==> src/rtl/seg7_mmio.sv <==
// Memory-mapped four-digit seven-segment display controller.
// Bus responder with DATA/CTRL/STATUS registers and a digit scanner.
module seg7_mmio #(
  parameter logic [31:0] BASE_ADDR  = 32'h0000_F000,
  parameter int          SCAN_DIV   = 50000,
  parameter int          ADDR_WIDTH = 32,
  parameter int          WIDTH      = 32
) (
  input  logic                  clk,
  input  logic                  rst,
  input  logic                  memread_i,
  input  logic                  memwrite_i,
  input  logic [ADDR_WIDTH-1:0] memaddr_i,
  input  logic [WIDTH-1:0]      memwdata_i,
  output logic [WIDTH-1:0]      memrdata_o,
  output logic                  hit_o,
  output logic [6:0]            seg7_seg_o,
  output logic [3:0]            seg7_an_o
);

  localparam int PW = (SCAN_DIV > 2) ? $clog2(SCAN_DIV) : 1;
  localparam logic [PW-1:0] PMAX = PW'(SCAN_DIV - 1);

  logic [15:0]      r_data;
  logic             r_en;
  logic [3:0]       r_blank;
  logic [PW-1:0]    r_pcnt;
  logic [1:0]       r_idx;
  logic [15:0]      r_frame;
  logic [WIDTH-1:0] r_rdata;
  logic             r_hit;
  logic [6:0]       r_seg;
  logic [3:0]       r_an;

  logic             w_sel;
  logic [1:0]       w_off;
  logic             w_rd;
  logic             w_wr;
  logic             w_wrap;
  logic [3:0]       w_nib;
  logic [WIDTH-1:0] w_rdval;
  logic             w_unused;

  assign w_sel  = memaddr_i[ADDR_WIDTH-1:4] == BASE_ADDR[ADDR_WIDTH-1:4];
  assign w_off  = memaddr_i[3:2];
  assign w_rd   = memread_i && w_sel;
  assign w_wr   = memwrite_i && w_sel;
  assign w_wrap = r_pcnt == PMAX;
  assign w_nib  = r_data[{r_idx, 2'b00} +: 4];
  assign w_unused = ^{memwdata_i[WIDTH-1:16], memaddr_i[1:0]};

  function automatic logic [6:0] hex7(input logic [3:0] n);
    logic [6:0] s;
    unique case (n)
      4'h0: s = 7'b1000000;
      4'h1: s = 7'b1111001;
      4'h2: s = 7'b0100100;
      4'h3: s = 7'b0110000;
      4'h4: s = 7'b0011001;
      4'h5: s = 7'b0010010;
      4'h6: s = 7'b0000010;
      4'h7: s = 7'b1111000;
      4'h8: s = 7'b0000000;
      4'h9: s = 7'b0010000;
      4'hA: s = 7'b0001000;
      4'hB: s = 7'b0000011;
      4'hC: s = 7'b1000110;
      4'hD: s = 7'b0100001;
      4'hE: s = 7'b0000110;
      4'hF: s = 7'b0001110;
    endcase
    return s;
  endfunction

  // Read mux sees pre-write register values.
  always_comb begin
    w_rdval = '0;
    unique case (w_off)
      2'd0: w_rdval[15:0] = r_data;
      2'd1: begin
        w_rdval[0]   = r_en;
        w_rdval[7:4] = r_blank;
      end
      2'd2: begin
        w_rdval[31:16] = r_frame;
        w_rdval[1:0]   = r_idx;
      end
      2'd3: w_rdval = '0;
    endcase
  end

  always_ff @(posedge clk) begin
    if (rst) begin
      r_data  <= '0;
      r_en    <= 1'b1;
      r_blank <= '0;
    end else if (w_wr) begin
      unique case (w_off)
        2'd0: r_data <= memwdata_i[15:0];
        2'd1: begin
          r_en    <= memwdata_i[0];
          r_blank <= memwdata_i[7:4];
        end
        default: ;
      endcase
    end
  end

  always_ff @(posedge clk) begin
    if (rst) begin
      r_rdata <= '0;
      r_hit   <= 1'b0;
    end else begin
      r_hit   <= w_rd;
      r_rdata <= w_rd ? w_rdval : '0;
    end
  end

  always_ff @(posedge clk) begin
    if (rst) begin
      r_pcnt  <= '0;
      r_idx   <= '0;
      r_frame <= '0;
    end else if (w_wrap) begin
      r_pcnt <= '0;
      r_idx  <= r_idx + 2'd1;
      if (r_idx == 2'd3)
        r_frame <= r_frame + 16'd1;
    end else begin
      r_pcnt <= r_pcnt + 1'b1;
    end
  end

  always_ff @(posedge clk) begin
    if (rst) begin
      r_an  <= 4'hF;
      r_seg <= 7'h7F;
    end else if (r_en && !r_blank[r_idx]) begin
      r_an  <= ~(4'b0001 << r_idx);
      r_seg <= hex7(w_nib);
    end else begin
      r_an  <= 4'hF;
      r_seg <= 7'h7F;
    end
  end

  assign memrdata_o = r_rdata;
  assign hit_o      = r_hit;
  assign seg7_seg_o = r_seg;
  assign seg7_an_o  = r_an;

endmodule
==> config.mk <==
export PLATFORM = sky130hd
export DESIGN_NAME = seg7_mmio
export DESIGN_NICKNAME = d
export VERILOG_FILES = /design/src/rtl/seg7_mmio.sv
export SDC_FILE = /design/constraint.sdc
export NUM_CORES = 1
export LEC_CHECK = 0
export BUFFER_PORTS_ARGS = -buffer_cell sky130_fd_sc_hd__buf_2
export CAP_MARGIN = 20
export CORE_MARGIN = 10
export CORE_UTILIZATION = 45
export CTS_CLUSTER_DIAMETER = 100
export DETAILED_ROUTE_END_ITERATION = 8
export PLACE_DENSITY_LB_ADDON = 0.08
export SLEW_MARGIN = 20
export SYNTH_ARGS = -nofsm -noshare
export SYNTH_HDL_FRONTEND = slang
export SYNTH_SLANG_ARGS = --single-unit
==> constraint.sdc <==
create_clock -name clk -period 2.4 [get_ports clk]
set_input_delay 0 -clock clk [delete_from_list [all_inputs] [get_ports clk]]
set_output_delay 0 -clock clk [all_outputs]
set_load 0.005 [all_outputs]
Word level (Yosys, flattened, before mapping)
Memory sizes are Yosys's and may differ from the RTL's. A register that Yosys moved wholly into a read port is not among the register bits.
Index checks and enable logic that the tools add are counted.
- register bits after elaboration: 92
- input port bits: 68
- output and inout bits: 44
- ROM bits: 112
- memories kept: 1
- memories (memory ; words ; width ; rd ports ; clocked after memory_dff ; wr ports ; line ; RTL):
    (no name shown) ; 16 ; 7 ; 1 ; 1 ; 0 ; 54 ; unique case (n)
- $lt $le $gt $ge: 1
- bitwise logic cells: 5
- equality and inequality tests: 6
- reduce and logical (&&, ||, !) cells: 13
- add/subtract/negate cells: 3
- shifts and indexed selects: 2
- muxes and demuxes: 5
- operator list (kind ; count):
    $add A16 B1 Y16 const B ; 2
    $eq A28 B12 Y1 const B ; 1
    $eq A16 B16 Y1 const B ; 1
    $shiftx A16 B5 Y4 ; 1
    $pmux W4 S2 ; 1
    $eq A2 B2 Y1 const B ; 3
    $reduce_and A2 Y1 ; 3
    $reduce_or A2 Y1 ; 3
    $reduce_or A3 Y1 ; 2
    $not A1 Y1 ; 4
    $not A4 Y4 ; 1
    $pmux W1 S4 ; 1
    $shl A1 B2 Y4 const A ; 1
    $logic_and A1 B1 Y1 ; 3
    $lt A2 B3 Y1 const B ; 1
    $add A2 B1 Y2 const B ; 1
    $bmux W1 S2 ; 1
    $eq A2 B1 Y1 const B ; 1
    $logic_not A2 Y1 ; 1
    $pmux W1 S2 ; 1
    $logic_not A1 Y1 ; 1
    $mux W1 ; 1

Longest topological paths before layout
Gate-level depths: netlist of the first run.
- depth after elaboration: 6
- mapped depth: 8
- depth with buffers taken out: 6

Worst setup path before layout of the first run
Ideal clock, no wire load.
- kind: reg2reg
- start: register r_pcnt[0]
- end: register r_frame[15]
- period minus slack after synthesis: 1.956 ns
- arrival time: 1.835 ns
- buffers on the path: 2
- required time: 2.279 ns
- path slack: 0.444 ns
- cell stages (with the launch flop): 8
- path through: dfxtp_1 > ha_1 > and3_1 > clkbuf_1 > nand4b_1 > clkbuf_1 > nor4_1 > mux2_2
- longest elaborated chain between the ends: 2
- ends and longest elaborated chain (item ; line ; RTL):
    from (decl) ; 27 ; logic [PW-1:0] r_pcnt;
    from (signal assigned) ; 130 ; r_pcnt <= r_pcnt + 1'b1;
    $eq A16 B16 Y1 ; 48 ; assign w_wrap = r_pcnt == PMAX;
    $reduce_and A2 Y1 (no line) ; -- ;
    to (signal assigned) ; 128 ; r_frame <= r_frame + 16'd1;
    to (decl) ; 29 ; logic [15:0] r_frame;
No other way between the ends.
A chain may end at the register's enable or synchronous reset.

Final worst setup path of the first run
- start: register r_pcnt[12]
- end: register r_frame[13]
The elaborated chain is that of the path after synthesis.

==> summary.md, run 1 <==
| Metric | Value |
|---|---|
| GRT overflow | 0 |
| Sink Count | 99 |
| Deepest clock path buffer count | 2 |
| Post-synthesis sequential area ratio | 0.463 |
| Unique masters post-synth | 51 |
| Placed inst area | 0.00487 sq mm |
| CP Launch Type | flop |
| Dpl hpwl | 7690 microns |
| Drc violations | 0 |
| Async SR Flop Fraction | 0 |
| Post-Synthesis Cells | 471 |
| Rel. slew slack | 0.534 |
| Post-synth EDFFs | 0 |
| Hold WC Path Type | in -> reg |
| Buf+Inv Stages, Crit Path | 0 |
| DR WL/cell | 15.3 microns |
| Leak Pwr | 2.02 nW |
| Commonest cells after routing, fill and taps aside | 98 x dfxtp_1, 93 x buf_2, 48 x nor2_1 |
| First-pass GRT wire length | 18200 microns |
| Period minus WS final | 2.03 ns |
| Vias/cell | 5.29 |
| Mean area per synthesized cell | 9.09 sq um |
| Drt first-iter violations | 216 |
| Post-Syn Nets | 551 |
| F_max | 493 MHz |
| IO Count | 112 |
| Slowest cell on crit path | nor4_2 |
| Die Span Y | 118 microns |
| Total number of yosys warnings | 0 |
| Worst path cell trace | nor4_2 -> nand4_1 -> nor4_1 -> mux2_2 |
| Nets | 655 |
| Slew @ Worst Pin | 0.689 ns |
| FILL cells | 882 |
| TritonCTS clock tree | done |
| Via count | 3744 |
| Status | finished clean |
| Final setup viols | 0 |
| Overall Global Routing Usage | 0.153 |
| CP Class | reg -> reg |
| TritonCTS Buffers | 9 |
| RSZ-0062 raised after global routing | false |
| CTS Root Cell | clkbuf_8 |
| Crit share post-route | 0.845 |
| Post-route cell area | 0.00526 sq mm |
| Synthesized area | 0.00428 sq mm |
| ANT nets after route | 0 |
| Arrival time worst endpoint | 2.27 ns |
| Final hold vios | 0 |
| Critical path endpoint category | flop |
| ANT cells | 0 |
| Setup total negative slack | 0 ns |
| MaxCap Viol Count | 0 |
| Yosys reg bits | 99 |
| Synth-to-Final Area Change | 22.8% |
| Rows | 35 |
| GPL Wtd Cong | 0.801 |
| Pwr dens | 563 mW/mm^2 |
| CP peak stage delay | 0.51 ns |
| Core Region | 0.00924 sq mm |
| Synth Flop Type | dfxtp_1 |
| Req. time, crit path | 2.64 ns |
| Clock latency on the worst-skew pair | 0.35 ns |
| First-pass DRT Iterations | 4 |
| Reg clk slew, reported paths | 0.10 ns |
| Full die area | 0.0138 sq mm |
| Register area | 0.00198 sq mm |
| Maximum VDD drop | 0.000399 V |
| Multi-input logic area | 0.00207 sq mm |
| Htree depth | 3 |
| Die Wd | 118 microns |
| DRT Wirelength | 10900 microns |
| Largest net degree at the start of global routing | 37 |
| Initial Util | 0.464 |
| Max FO, Critical Path | 5 |
| Vias in the first global route | 3683 |
| IO buf count | 93 |
| Skew final | 0.0103 ns |
| Max-slew violation count | 0 |
| Share of layout cells above drive strength 1 | 0.254 |
| Initial antenna violation count | 0 |
| Top Family by Delay on Critical Path | simple AND/OR/NAND/NOR gates |
| Most common cell after layout, fill and taps aside | dfxtp_1 |
## stage by stage
step / hold slack, ns / setup WS, ns / util / power (mW) / instances
floorplan: 0.148 / 0.444 / - / 1.75 / 471
global placement: 0.261 / 0.243 / 0.527 / 1.81 / 676
detailed placement: 0.268 / 0.205 / 0.527 / 1.81 / 676
CTS: 0.0447 / 0.194 / 0.569 / 2.99 / 708
global route: 0.0739 / 0.199 / 0.569 / 3.08 / 708
finish: 0.0720 / 0.373 / 0.569 / 2.96 / 708
## power by group
part	internal, mW	switching, mW	leakage, nW	total (mW)
Sequential	1.65	0.00595	0.801	1.66
Combinational	0.0699	0.0668	1.10	0.137
Clock	0.614	0.556	0.110	1.17
## logic make-up (layout without fill, tap and decap cells)
family                     count (synthesis)  after routing  synth area share
buffers and inverters                     56            164            0.0532
AOI/OAI and AO/OA                         74             74            0.0979
DFF                                       99             99             0.463
xor gates and xnor gates                  11             11            0.0225
adders and majority gates                 12             12            0.0351
and+or+nand+nor                          195            195             0.254
muxes                                     24             24            0.0742
## area by class of cell
type | count | area share
repair buffers | 122 | 0.138
clock buffers | 11 | 0.0269
clock inverters | 4 | 0.0140
well taps | 129 | 0.0307
multi-input cells | 316 | 0.394
flip-flops and latches | 99 | 0.377
inverters | 27 | 0.0193
## cells in the mapped netlist, types with 3 or more instances
master	instances	area, sq um
o21ai_1	9	45.0
nand4_1	13	81.3
o221ai_1	4	35.0
nor4_1	9	56.3
nor2_1	48	180
ha_1	12	150
and4_1	6	52.6
and3_1	6	37.5
or3_1	3	18.8
dfxtp_1	99	1980
nor3b_1	11	82.6
mux4_2	5	113
or4_1	5	37.5
mux2_2	12	135
mux2i_1	7	70.1
nand2_1	15	56.3
xnor2_1	8	70.1
o21ai_0	17	85.1
clkbuf_1	21	78.8
inv_1	26	97.6
nand3_1	32	160
nor3_1	27	135
o31ai_1	4	30.0
a21oi_1	32	160
buf_2	5	25.0
xor2_1	3	26.3
## repair_timing
action / 4_1_cts / 5_1_grt
hold buffers: 17 / 0
gates resized for setup: 0 / 1
endpoints found under the hold margin: 23 / 0
endpoints found under the setup margin: 0 / 1
buffers inserted: 0 / 0
## final timing paths
| check | slack (ns) | depth (start not counted) | startpoint | endpoint |
|---|---|---|---|---|
| worst min-delay path | 0.07 | 2 | rst | r_data[8] |
| worst min register to register | 0.47 | 2 | r_frame[15] | memrdata_o[31] |
| worst max register to register | 0.37 | 4 | r_pcnt[12] | r_frame[13] |
| worst max-delay path | 0.37 | 4 | r_pcnt[12] | r_frame[13] |
## metal layers
| metal | GRT usage | wire (microns) | vias to the layer above |
|---|---|---|---|
| met1 | 0.209 | 5190 | 1749 |
| met5 | 0 | 0 | - |
| li1 | - | - | 1882 |
| met2 | 0.236 | 4880 | 102 |
| met3 | 0.0317 | 656 | 11 |
| met4 | 0.0471 | 130 | 0 |
## registers in the layout, summed over array words and instances (netlist names)
signal / flops
seg7_seg_o: 7
memrdata_o: 32
r_pcnt: 16
r_idx: 2
hit_o: 1
r_data: 16
seg7_an_o: 4
r_en: 1
r_frame: 16
r_blank: 4
Note: power is estimated with default switching activity, not from simulation.
==> inputs of run 2 (changes only) <==
--- a/config.mk
+++ b/config.mk
@@ -5,6 +5,7 @@
 export SDC_FILE = /design/constraint.sdc
 export NUM_CORES = 1
 export LEC_CHECK = 0
+export ABC_AREA = 1
 export BUFFER_PORTS_ARGS = -buffer_cell sky130_fd_sc_hd__buf_2
 export CAP_MARGIN = 20
 export CORE_MARGIN = 10
==> constraint.sdc (replaced) <==
create_clock -name clk -period 2.1 [get_ports clk]
set_input_delay 0 -clock clk [delete_from_list [all_inputs] [get_ports clk]]
set_output_delay 0 -clock clk [all_outputs]
set_load 0.005 [all_outputs]
==> run 2 against run 1 <==
  * Sequential share of layout area down 2.6 points
  * Sequential power grew 14%
  * Final area is 7.5% higher
  * Clock skew decreased by 0.00068 ns
  * Power up 20%
  * Utilization decreased by 1.7 points
  * Sequential cell count did not move
  * Worst setup slack worse by 0.036 ns
  * Final cell count up 31%
  * Register-to-register slack worse by 0.04 ns
  * Combinational power rose by 31%
  * Critical endpoint is now seg7_seg_o[6]
  * Highest routed layer unchanged
==> summary.md, run 2 <==
| Metric | Value |
|---|---|
| Non-Filler Instances | 928 |
| Mean area per synthesized cell | 6.88 sq um |
| Total power | 3.55 mW |
| Initial antenna violation count | 0 |
| Synth Flop Type | dfxtp_1 |
| Vias in the first global route | 4199 |
| Slew @ Worst Pin | 0.502 ns |
| MaxCap Viol Count | 0 |
| Hold Startpoint | memaddr_i[2] |
| TritonCTS clock tree | done |
| Crit share post-route | 0.840 |
| Clock latency on the worst-skew pair | 0.37 ns |
| Drc violations | 0 |
| RSZ-0062 raised after global routing | false |
| CP Class | reg -> reg |
| Maximum VDD drop | 0.000393 V |
| Dpl cells | 896 |
| Setup total negative slack | 0 ns |
| Yosys reg bits | 99 |
| Total number of yosys warnings | 0 |
| Proportion of netlist area held by the largest area contributor | 0.425 |
| GPL Wtd Cong | 0.854 |
| Final Worst Setup Slack | 0.337 ns |
| Post-CTS setup buffers | 0 |
| CP Launch Type | flop |
| Rel. slew slack | 0.665 |
| WHS | 0.0229 ns |
| NetSw | 0.780 mW |
| Max FO, Critical Path | 11 |
| Critical path origin | r_idx[0] |
| First-pass GRT wire length | 18900 microns |
| Hold WC Path Type | in -> reg |
| Most common cell after layout, fill and taps aside | nand2_1 |
| Final hold vios | 0 |
| IO buf count | 93 |
| Pwr dens | 628 mW/mm^2 |
| Largest net degree at the start of global routing | 25 |
| Max reg flops | 32 |
| Dpl hpwl | 8270 microns |
| Async SR Flop Fraction | 0 |
| Sink Count | 99 |
| Commonest cells after routing, fill and taps aside | 179 x nand2_1, 107 x inv_1, 103 x nor2_1 |
| Pre-CTS setup slack | 0.200 ns |
| Rows | 37 |
| Final setup viols | 0 |
| Cell type with the largest total area after synthesis | dfxtp_1 |
| GRT overflow | 0 |
| Reg clk slew, reported paths | 0.10 ns |
| Core Region | 0.0102 sq mm |
| F_max | 567 MHz |
| Placed inst area | 0.00525 sq mm |
| Unique masters post-synth | 33 |
| Skew final | 0.00960 ns |
| Post-Synthesis Cells | 678 |
| Post-Syn Nets | 758 |
| Initial Util | 0.456 |
| FILL cells | 1030 |
| Die Wd | 122 microns |
| Via count | 4329 |
| Top post-synthesis cells by count | 179 x nand2_1, 107 x inv_1, 103 x nor2_1 |
| Ranking of synthesized cells by area | dfxtp_1 43%, nand2_1 14%, inv_1 8.6%, nor2_1 8.3%, a21oi_1 3.8% |
| Req. time, crit path | 2.35 ns |
| Most frequent cell after synthesis | nand2_1 |
| Nets | 867 |
| Max-slew violation count | 0 |
| Int Power | 2.77 mW |
| Sw frac | 0.220 |
| Gate power share | 0.051 |
| Share of layout cells above drive strength 1 | 0.176 |
| Htree depth | 3 |
| Synthesized area | 0.00466 sq mm |
| Post-route cell area | 0.00565 sq mm |
| FF-to-FF Start | r_idx[0] |
| Post-synth EDFFs | 0 |
| DR WL/cell | 12.1 microns |
| DRT Wirelength | 11200 microns |
| Period minus WS final | 1.76 ns |
| Deepest clock path buffer count | 2 |
| ANT cells | 0 |
| Arrival time worst endpoint | 2.02 ns |
| ANT nets after route | 0 |
| Overall Global Routing Usage | 0.153 |
| Critical path endpoint category | flop |
| Part of the power in the clock network | 0.416 |
| Die Span Y | 122 microns |
| Full die area | 0.0148 sq mm |
| Vias/cell | 4.66 |
| CTS Root Cell | clkbuf_8 |
| Status | finished clean |
| TritonCTS Buffers | 9 |
| Seq pwr share | 0.533 |
| Leak Pwr | 2.52 nW |
| Synth-to-Final Area Change | 21.2% |
| First-pass DRT Iterations | 4 |
| Final Util | 0.553 |
| IO Count | 112 |
| Post-synthesis sequential area ratio | 0.425 |
| Drt first-iter violations | 217 |
[run 2: cell count changes in the layout (fill, tap and decap cells not counted), sizes merged, moves of 12 or more]
cell   previous run  this run
mux2             12         0
nor3             28         6
nor2             48       117
nand4            13        28
nand2            15       183
inv              27       112
[run 2: final cells by class]
class / instances / area, sq um / area share
inverter: 111 / 422 / 0.0746
clock buffer: 9 / 124 / 0.0219
sequential: 99 / 1980 / 0.351
timing repair buffer: 115 / 671 / 0.119
tap: 136 / 170 / 0.0301
clock inverter: 7 / 123 / 0.0217
multi-input combinational: 451 / 2160 / 0.382
[run 2: cells by family (layout without fill, tap and decap cells)]
logic type,Yosys count,after routing,share of synthesized area
compound gates,57,57,0.0641
xor+xnor,12,12,0.0225
simple gates,370,370,0.345
fa+ha+maj,12,12,0.0322
flops,99,99,0.425
buf+inv,128,242,0.112
[run 2: per-layer routing]
| layer | share of wire | wire (microns) | GRT usage | up-vias |
|---|---|---|---|---|
| li1 | - | - | - | 2306 |
| met1 | 0.44 | 4940 | 0.176 | 1927 |
| met2 | 0.50 | 5600 | 0.271 | 80 |
| met3 | 0.043 | 478 | 0.0384 | 16 |
| met4 | 0.016 | 177 | 0.0499 | 0 |
| met5 | 0 | 0 | 0 | - |
[run 2: power groups by stage]
stage                     Combinational [mW]  Clock (mW)  Sequential (mW)
after floorplan                       0.0768           0             1.94
after global placement                 0.156           0             1.94
after detailed placement               0.159           0             1.94
after CTS                              0.181        1.52             1.89
after global routing                   0.202        1.59             1.90
final                                  0.180        1.48             1.89
[run 2: final timing paths]
check	depth (start not counted)	slack, ns	to
max reg2reg	10	0.34	seg7_seg_o[6]
min	4	0.02	memrdata_o[1]
min reg2reg	1	0.45	r_pcnt[0]
max	10	0.34	seg7_seg_o[6]
[run 2: worst max-delay path: stages (launching register included)]
cell     delay (ns)
dfxtp_2        0.46
inv_2          0.14
nand2_1        0.08
nand3_1        0.06
nand2_1        0.18
inv_1          0.12
ha_1           0.21
inv_1          0.08
o21ai_0        0.10
a21oi_1        0.12
o21ai_0        0.09
[run 2: what timing repair did]
action | in CTS | in global routing
hold endpoints to repair | 21 | 0
hold buffers | 16 | 0
endpoints found under the setup margin | 0 | 3
resized for setup | 0 | 1
